--- config.mk ---
export PLATFORM = sky130hd
export DESIGN_NAME = ysyx_041461_div_unit_flat
export DESIGN_NICKNAME = d
export VERILOG_FILES = /design/src/rtl/ysyx_041461_div_unit_pkg.sv /design/src/rtl/ysyx_041461_div_unit_if.sv /design/src/rtl/ysyx_041461_div_step.sv /design/src/rtl/ysyx_041461_div_unit.sv /design/src/flat_wrapper.sv
export SDC_FILE = /design/constraint.sdc
export NUM_CORES = 1
export LEC_CHECK = 0
export ABC_AREA = 1
export ABC_CLOCK_PERIOD_IN_PS = 6320
export BUFFER_PORTS_ARGS = -buffer_cell sky130_fd_sc_hd__buf_2
export CAP_MARGIN = 40
export CORE_ASPECT_RATIO = 1.1
export CORE_UTILIZATION = 40
export DETAILED_ROUTE_END_ITERATION = 7
export PLACE_DENSITY_LB_ADDON = 0.2
export SETUP_SLACK_MARGIN = 0.05
export SKIP_LAST_GASP = 1
export SYNTH_ARGS = -nofsm -noshare
export SYNTH_HDL_FRONTEND = slang
export SYNTH_SLANG_ARGS = --single-unit
--- constraint.sdc ---
create_clock -name clk -period 6.32 [get_ports clk]
set_clock_uncertainty 0.15 [all_clocks]
set_input_delay 0.632 -clock clk [delete_from_list [all_inputs] [get_ports clk]]
set_output_delay 0.632 -clock clk [all_outputs]
set_load 0.02 [all_outputs]
--- src/rtl/ysyx_041461_div_unit_pkg.sv ---
// Shared types and constants for the iterative RV64M divide unit.
// Optional fast special-case path is enabled by defining YSYX_041461_DIV_FASTSPECIAL_EN.
package ysyx_041461_div_unit_pkg;

    localparam logic [6:0]  ITER_D = 7'd64;
    localparam logic [6:0]  ITER_W = 7'd32;
    localparam logic [63:0] MIN_D  = 64'h8000_0000_0000_0000;
    localparam logic [63:0] MIN_W  = 64'hFFFF_FFFF_8000_0000;

    typedef enum logic [1:0] {
        DIV_IDLE = 2'd0,
        DIV_CALC = 2'd1,
        DIV_DONE = 2'd2
    } div_state_e;

    typedef struct packed {
        logic is_rem;
        logic is_word;
        logic q_neg;
        logic r_neg;
    } div_op_t;

    // *W results are always sign-extended from bit 31, unsigned variants included.
    function automatic logic [63:0] wb_fmt(input logic [63:0] r, input logic word);
        return word ? {{32{r[31]}}, r[31:0]} : r;
    endfunction

endpackage

--- src/rtl/ysyx_041461_div_unit_if.sv ---
// Request/result handshake bundle between the execute stage (master) and the divide unit (slave).
interface ysyx_041461_div_unit_if;
    logic        div_valid;
    logic        div_ready;
    logic        div_signed;
    logic        div_word;
    logic        div_rem;
    logic [63:0] div_src1;
    logic [63:0] div_src2;
    logic        flush;
    logic        out_valid;
    logic        out_ready;
    logic [63:0] out_data;

    modport master (
        output div_valid, div_signed, div_word, div_rem, div_src1, div_src2, flush, out_ready,
        input  div_ready, out_valid, out_data
    );

    modport slave (
        input  div_valid, div_signed, div_word, div_rem, div_src1, div_src2, flush, out_ready,
        output div_ready, out_valid, out_data
    );
endinterface

--- src/rtl/ysyx_041461_div_step.sv ---
// One radix-2 restoring iteration: shift {rem,quo} left, trial-subtract divisor, restore on borrow.
module ysyx_041461_div_step (
    input  logic [63:0] rem_in,
    input  logic [63:0] quo_in,
    input  logic [63:0] dvs,
    output logic [63:0] rem_out,
    output logic [63:0] quo_out
);
    logic [64:0] trial;
    logic [64:0] diff;
    logic        no_borrow;

    // Shifted remainder can reach 65 bits when the divisor uses bit 63.
    assign trial     = {rem_in, quo_in[63]};
    assign diff      = trial - {1'b0, dvs};
    assign no_borrow = ~diff[64];
    assign rem_out   = no_borrow ? diff[63:0] : trial[63:0];
    assign quo_out   = {quo_in[62:0], no_borrow};
endmodule

--- src/rtl/ysyx_041461_div_unit.sv ---
// Multi-cycle RV64M DIV/REM unit: FSM, iteration counter, sign handling and result register.
// Define YSYX_041461_DIV_FASTSPECIAL_EN to let divide-by-zero/overflow skip the iteration loop.
module ysyx_041461_div_unit
    import ysyx_041461_div_unit_pkg::*;
(
    input  logic                     clk,
    input  logic                     rst_n,
    ysyx_041461_div_unit_if.slave    bus
);
    div_state_e  state, state_nxt;
    logic [6:0]  cnt;
    logic [63:0] rem, quo, dvs, spec_val, out_q;
    div_op_t     op;
    logic        special;

    logic [63:0] a_ext, b_ext, abs_a, abs_b, spec_raw, spec_in;
    logic        sa, sb, is_zero, is_ovf, special_in, accept;
    logic [63:0] rem_step, quo_step, q_fix, r_fix, calc_res;

    assign bus.div_ready = rst_n && (state == DIV_IDLE);
    assign bus.out_valid = (state == DIV_DONE);
    assign bus.out_data  = out_q;
    assign accept        = bus.div_valid && bus.div_ready && !bus.flush;

    always_comb begin
        a_ext = bus.div_src1;
        b_ext = bus.div_src2;
        if (bus.div_word) begin
            a_ext = {{32{bus.div_signed & bus.div_src1[31]}}, bus.div_src1[31:0]};
            b_ext = {{32{bus.div_signed & bus.div_src2[31]}}, bus.div_src2[31:0]};
        end
        sa      = bus.div_signed & a_ext[63];
        sb      = bus.div_signed & b_ext[63];
        abs_a   = sa ? 64'd0 - a_ext : a_ext;
        abs_b   = sb ? 64'd0 - b_ext : b_ext;
        is_zero = (b_ext == 64'd0);
        is_ovf  = bus.div_signed && (b_ext == '1) && (a_ext == (bus.div_word ? MIN_W : MIN_D));
        special_in = is_zero | is_ovf;
        if (is_zero) spec_raw = bus.div_rem ? a_ext : '1;
        else         spec_raw = bus.div_rem ? 64'd0 : a_ext;
        spec_in = wb_fmt(spec_raw, bus.div_word);
    end

    ysyx_041461_div_step u_step (
        .rem_in  (rem),
        .quo_in  (quo),
        .dvs     (dvs),
        .rem_out (rem_step),
        .quo_out (quo_step)
    );

    // Final-iteration result; a latched special case overrides the datapath.
    always_comb begin
        q_fix    = op.q_neg ? 64'd0 - quo_step : quo_step;
        r_fix    = op.r_neg ? 64'd0 - rem_step : rem_step;
        calc_res = special ? spec_val : wb_fmt(op.is_rem ? r_fix : q_fix, op.is_word);
    end

    always_comb begin
        state_nxt = state;
        case (state)
            DIV_IDLE: if (accept) begin
`ifdef YSYX_041461_DIV_FASTSPECIAL_EN
                state_nxt = special_in ? DIV_DONE : DIV_CALC;
`else
                state_nxt = DIV_CALC;
`endif
            end
            DIV_CALC: if (cnt == 7'd1) state_nxt = DIV_DONE;
            DIV_DONE: if (bus.out_ready) state_nxt = DIV_IDLE;
            default:  state_nxt = DIV_IDLE;
        endcase
        if (bus.flush) state_nxt = DIV_IDLE;
    end

    always_ff @(posedge clk) begin
        if (!rst_n) begin
            state    <= DIV_IDLE;
            cnt      <= 7'd0;
            rem      <= 64'd0;
            quo      <= 64'd0;
            dvs      <= 64'd0;
            op       <= '0;
            special  <= 1'b0;
            spec_val <= 64'd0;
            out_q    <= 64'd0;
        end else begin
            state <= state_nxt;
            if (accept) begin
                cnt      <= bus.div_word ? ITER_W : ITER_D;
                rem      <= 64'd0;
                // *W dividends sit in the upper half so 32 shifts consume them.
                quo      <= bus.div_word ? {abs_a[31:0], 32'd0} : abs_a;
                dvs      <= abs_b;
                op       <= '{is_rem: bus.div_rem, is_word: bus.div_word, q_neg: sa ^ sb, r_neg: sa};
                special  <= special_in;
                spec_val <= spec_in;
`ifdef YSYX_041461_DIV_FASTSPECIAL_EN
                if (special_in) out_q <= spec_in;
`endif
            end else if (state == DIV_CALC && !bus.flush) begin
                cnt <= cnt - 7'd1;
                rem <= rem_step;
                quo <= quo_step;
                if (cnt == 7'd1) out_q <= calc_res;
            end
        end
    end
endmodule

--- src/flat_wrapper.sv ---
// flat-port wrapper written by rule: the top's interface ports become plain ports
module ysyx_041461_div_unit_flat import ysyx_041461_div_unit_pkg::*;
  (clk, rst_n, bus_div_valid, bus_div_signed, bus_div_word, bus_div_rem, bus_div_src1, bus_div_src2, bus_flush, bus_out_ready, bus_div_ready, bus_out_valid, bus_out_data);
  ysyx_041461_div_unit_if bus_i ();
  input  logic clk;
  input  logic rst_n;
  input wire logic [$bits(bus_i.div_valid)-1:0] bus_div_valid;
  input wire logic [$bits(bus_i.div_signed)-1:0] bus_div_signed;
  input wire logic [$bits(bus_i.div_word)-1:0] bus_div_word;
  input wire logic [$bits(bus_i.div_rem)-1:0] bus_div_rem;
  input wire logic [$bits(bus_i.div_src1)-1:0] bus_div_src1;
  input wire logic [$bits(bus_i.div_src2)-1:0] bus_div_src2;
  input wire logic [$bits(bus_i.flush)-1:0] bus_flush;
  input wire logic [$bits(bus_i.out_ready)-1:0] bus_out_ready;
  output wire logic [$bits(bus_i.div_ready)-1:0] bus_div_ready;
  output wire logic [$bits(bus_i.out_valid)-1:0] bus_out_valid;
  output wire logic [$bits(bus_i.out_data)-1:0] bus_out_data;
  assign bus_i.div_valid = bus_div_valid;
  assign bus_i.div_signed = bus_div_signed;
  assign bus_i.div_word = bus_div_word;
  assign bus_i.div_rem = bus_div_rem;
  assign bus_i.div_src1 = bus_div_src1;
  assign bus_i.div_src2 = bus_div_src2;
  assign bus_i.flush = bus_flush;
  assign bus_i.out_ready = bus_out_ready;
  assign bus_div_ready = bus_i.div_ready;
  assign bus_out_valid = bus_i.out_valid;
  assign bus_out_data = bus_i.out_data;
  ysyx_041461_div_unit u_core (.clk(clk), .rst_n(rst_n), .bus(bus_i));
endmodule
==> flow_summary_export.csv <==
group,metric,value,unit
synth,synth_edf_count,0,
clock_tree,cts_buffer_depth,3,
die,die-height,290,um
hold_path,worstHoldStart,"bus_flush",
drt,viasPerCell,5.52,
final_layout,drive_above_1_share,0.0902,
timing,setup_viol,0,
grt,grt_pass1_wl,202000,um
synth,ys_seq_elements,334,
timing,hold_violations,0,
timing,slew_headroom,0.387,
pwr,power.net_switching,0.00373,W
timing,max_freq,178,MHz
pwr,irDropWorstVdd,0.205,mV
synth,synth_area,30200,sq um
setup_path,cp.required,6.70,ns
timing,fin_crit_sh,0.891,
timing,rsz0062_at_grt,"false",
setup_path,crit_top_cell,"nand2_1",
synth,netlist.area_leader.share,0.222,
hold_path,min_path_cells,2,
drt,drt_first_pass_iters,6,
die,io_pins,202,
drt,routedWlPerCell,21.6,um
clock_tree,htree_levels,2,
drt,detail-route-antenna-nets,0,
pwr,swShare,0.443,
pwr,seqPwrFrac,0.266,
clock_tree,cts_made_buffers,43,
setup_path,critPathCaptureType,"flop",
setup_path,worstPathMaxFanout,19,
final_layout,syn_to_final_growth,11.2,%
pwr,p_int,0.00470,W
synth,synth-async-reset-ratio,0,
pwr,p_leak,17.4,nW
timing,layout_min_cycle_time,5.63,ns
clock_tree,tritoncts,"done",
grt,grtUsageTotal,0.347,
placement,dp_hpwl,109000,um
setup_path,reg2reg_slack,0.69,ns
synth,synth_fp_nets,5522,
die,die_area,76500,sq um
final_layout,finalNetCount,5597,
setup_path,crit_path_top_delay_cell,"fa_1",
drt,route.detailed.drc,0,
die,fp.coreArea,74600,sq um
hold_path,whs_endpoint,"u_core.state[0]",
setup_path,crit_type,"reg -> reg",
pwr,clkPwrFrac,0.318,
drt,vias,35300,
setup_path,crit_arrival,6.01,ns
synth,ys_warn_count,0,
pwr,p_per_area,251,nW/um^2
timing,worstMarginPinSlew,0.916,ns
synth,syn_avg_cell_area,5.68,sq um
grt,grt_pass1_vias,32300,
die,num_rows,105,
clock_tree,hold_buffers,0,
final_layout,fin_cells,6387,
hold_path,worstHoldPathType,"in -> reg",
grt,antenna_found_initial,2,
clock_tree,clk_latency,0.62,ns
placement,dp.cells,6307,
placement,place.gp.congestion,1.04,
drt,first_iter_violations,3336,
clock_tree,clk_pin_slew_worst_paths,0.06,ns
timing,maxSlewViolCount,0,
placement,dpl_cell_area,32000,sq um
clock_tree,cts_setup_buffers,0,
clock_tree,root_buffer,"clkbuf_16",
setup_path,r2r-start,"u_core.quo[63]",
synth,dominantRegCellSynth,"dfxtp_1",
setup_path,reg2reg_depth,34,
run,cap_violations,0,
die,initial_core_util,0.404,
die,die_x,264,um
final_layout,fin_area,33500,sq um
setup_path,regToRegEndpoint,"u_core.bus.out_data[54]",
synth,synth.area.top_cells,"dfxtp_1 (22%), nand2_1 (20%), inv_1 (9.9%)",
setup_path,startpoint_type,"flop",
timing,finalHoldWorstSlack,0.128,ns
synth,ys_seq_area_frac,0.222,
setup_path,critPathMaxStageDelay,0.42,ns
pwr,combPwrFrac,0.415,
grt,grt_max_degree,95,
placement,port-buffer-count,201,
status,outcome,"complete, no violations",
synth,netlist_instances,5314,
synth,yosys.area.top_type,"dfxtp_1",
timing,setup-tns-final,0,ns
grt,gr-total-overflow,0,
clock_tree,post_cts_resized,0,
clock_tree,clock_sinks,334,
synth,synthDistinctLibCells,63,
drt,drt-total-wl,138000,um
==> cell families (layout without fill, tap and decap cells) <==
kind of cell / Yosys count / after routing / synth area share
AOI/OAI and AO/OA: 1046 / 1046 / 0.203
xor gates and xnor gates: 105 / 105 / 0.0305
DFF: 334 / 334 / 0.222
and+or+nand+nor: 2705 / 2705 / 0.378
other: 0 / 3 / 0
adders and majority gates: 72 / 72 / 0.0301
buffers and inverters: 1052 / 1159 / 0.136
==> synth_stat cells (all sizes together), types with 62 or more instances <==
cell    instances
xor2           79
inv           816
nor3          102
nand4          74
clkbuf        173
nand2        1631
o211ai         65
ha             71
dfxtp         334
nand3         301
o22ai          63
nor2          537
o21ai         366
a21oi         357
buf            62
==> sequential cells by signal, summed over array words and instances, names as in the netlist <==
| signal | flops |
|---|---|
| u_core.op | 4 |
| u_core.spec_val | 64 |
| u_core.cnt | 7 |
| u_core.bus.out_data | 64 |
| u_core.state | 2 |
| u_core.quo | 64 |
| u_core.dvs | 64 |
| u_core.special | 1 |
| u_core.rem | 64 |
==> worst max-delay path: cells and delay by family, from the launching register on <==
family | cells | cell delay [ns]
DFF | 1 | 0.40
adders and majority gates | 3 | 0.82
and+or+nand+nor | 24 | 3.00
buffers and inverters | 2 | 0.19
AOI/OAI and AO/OA | 5 | 0.98
==> cells in the final DEF (no fill, tap or decap), drive strengths merged, types with 47 or more instances in the layout <==
cell type  instances
nand2           1631
inv              814
nor2             537
o21ai            366
a21oi            357
dfxtp            334
nand3            301
buf              265
nor3             102
xor2              79
nand4             74
ha                71
o211ai            65
o22ai             63
clkbuf            53
a22oi             47
==> worst max-delay path by stage <==
stage,from,endpoint,slack [ns],cells after the start
global placement,u_core.quo[63],u_core.bus.out_data[54],0.92,34
global route,u_core.quo[63],u_core.bus.out_data[54],0.22,34
detailed placement,u_core.quo[63],u_core.bus.out_data[54],0.82,34
finish,u_core.quo[63],u_core.bus.out_data[54],0.69,34
floorplan,u_core.quo[63],u_core.bus.out_data[54],1.28,37
CTS,u_core.quo[63],u_core.bus.out_data[54],0.80,34
==> layout make-up <==
type                       count  area [sq um]
fill                        8331         41100
multi-input combinational   3928         19400
sequential                   334          6690
inverter                     817          3070
timing repair buffer         265          1640
tap                          963          1200
clock buffer                  53          1170
clock inverter                24           327
antenna                        3          7.51
==> power groups by stage <==
stage          Combinational, W  Clock [W]  Sequential [W]
2_1_floorplan           0.00236          0         0.00226
3_3_place_gp            0.00341          0         0.00229
3_5_place_dp            0.00342          0         0.00229
4_1_cts                 0.00343    0.00272         0.00224
5_1_grt                 0.00381    0.00279         0.00225
6_report                0.00350    0.00268         0.00224
==> stage by stage <==
step                      power [W]  utilization  setup WS [ns]
after floorplan             0.00462            -           1.28
after global placement      0.00570        0.427          0.916
after detailed placement    0.00570        0.429          0.820
after CTS                   0.00839        0.449          0.799
after global routing        0.00886        0.449          0.216
final                       0.00843        0.449          0.692
==> routing by layer <==
layer | wire, um | GRT usage
met3 | 8510 | 0.0361
met1 | 58500 | 0.449
met4 | 9210 | 0.198
met2 | 61600 | 0.560
met5 | 0 | 0
(Power assumes the default switching activity.)
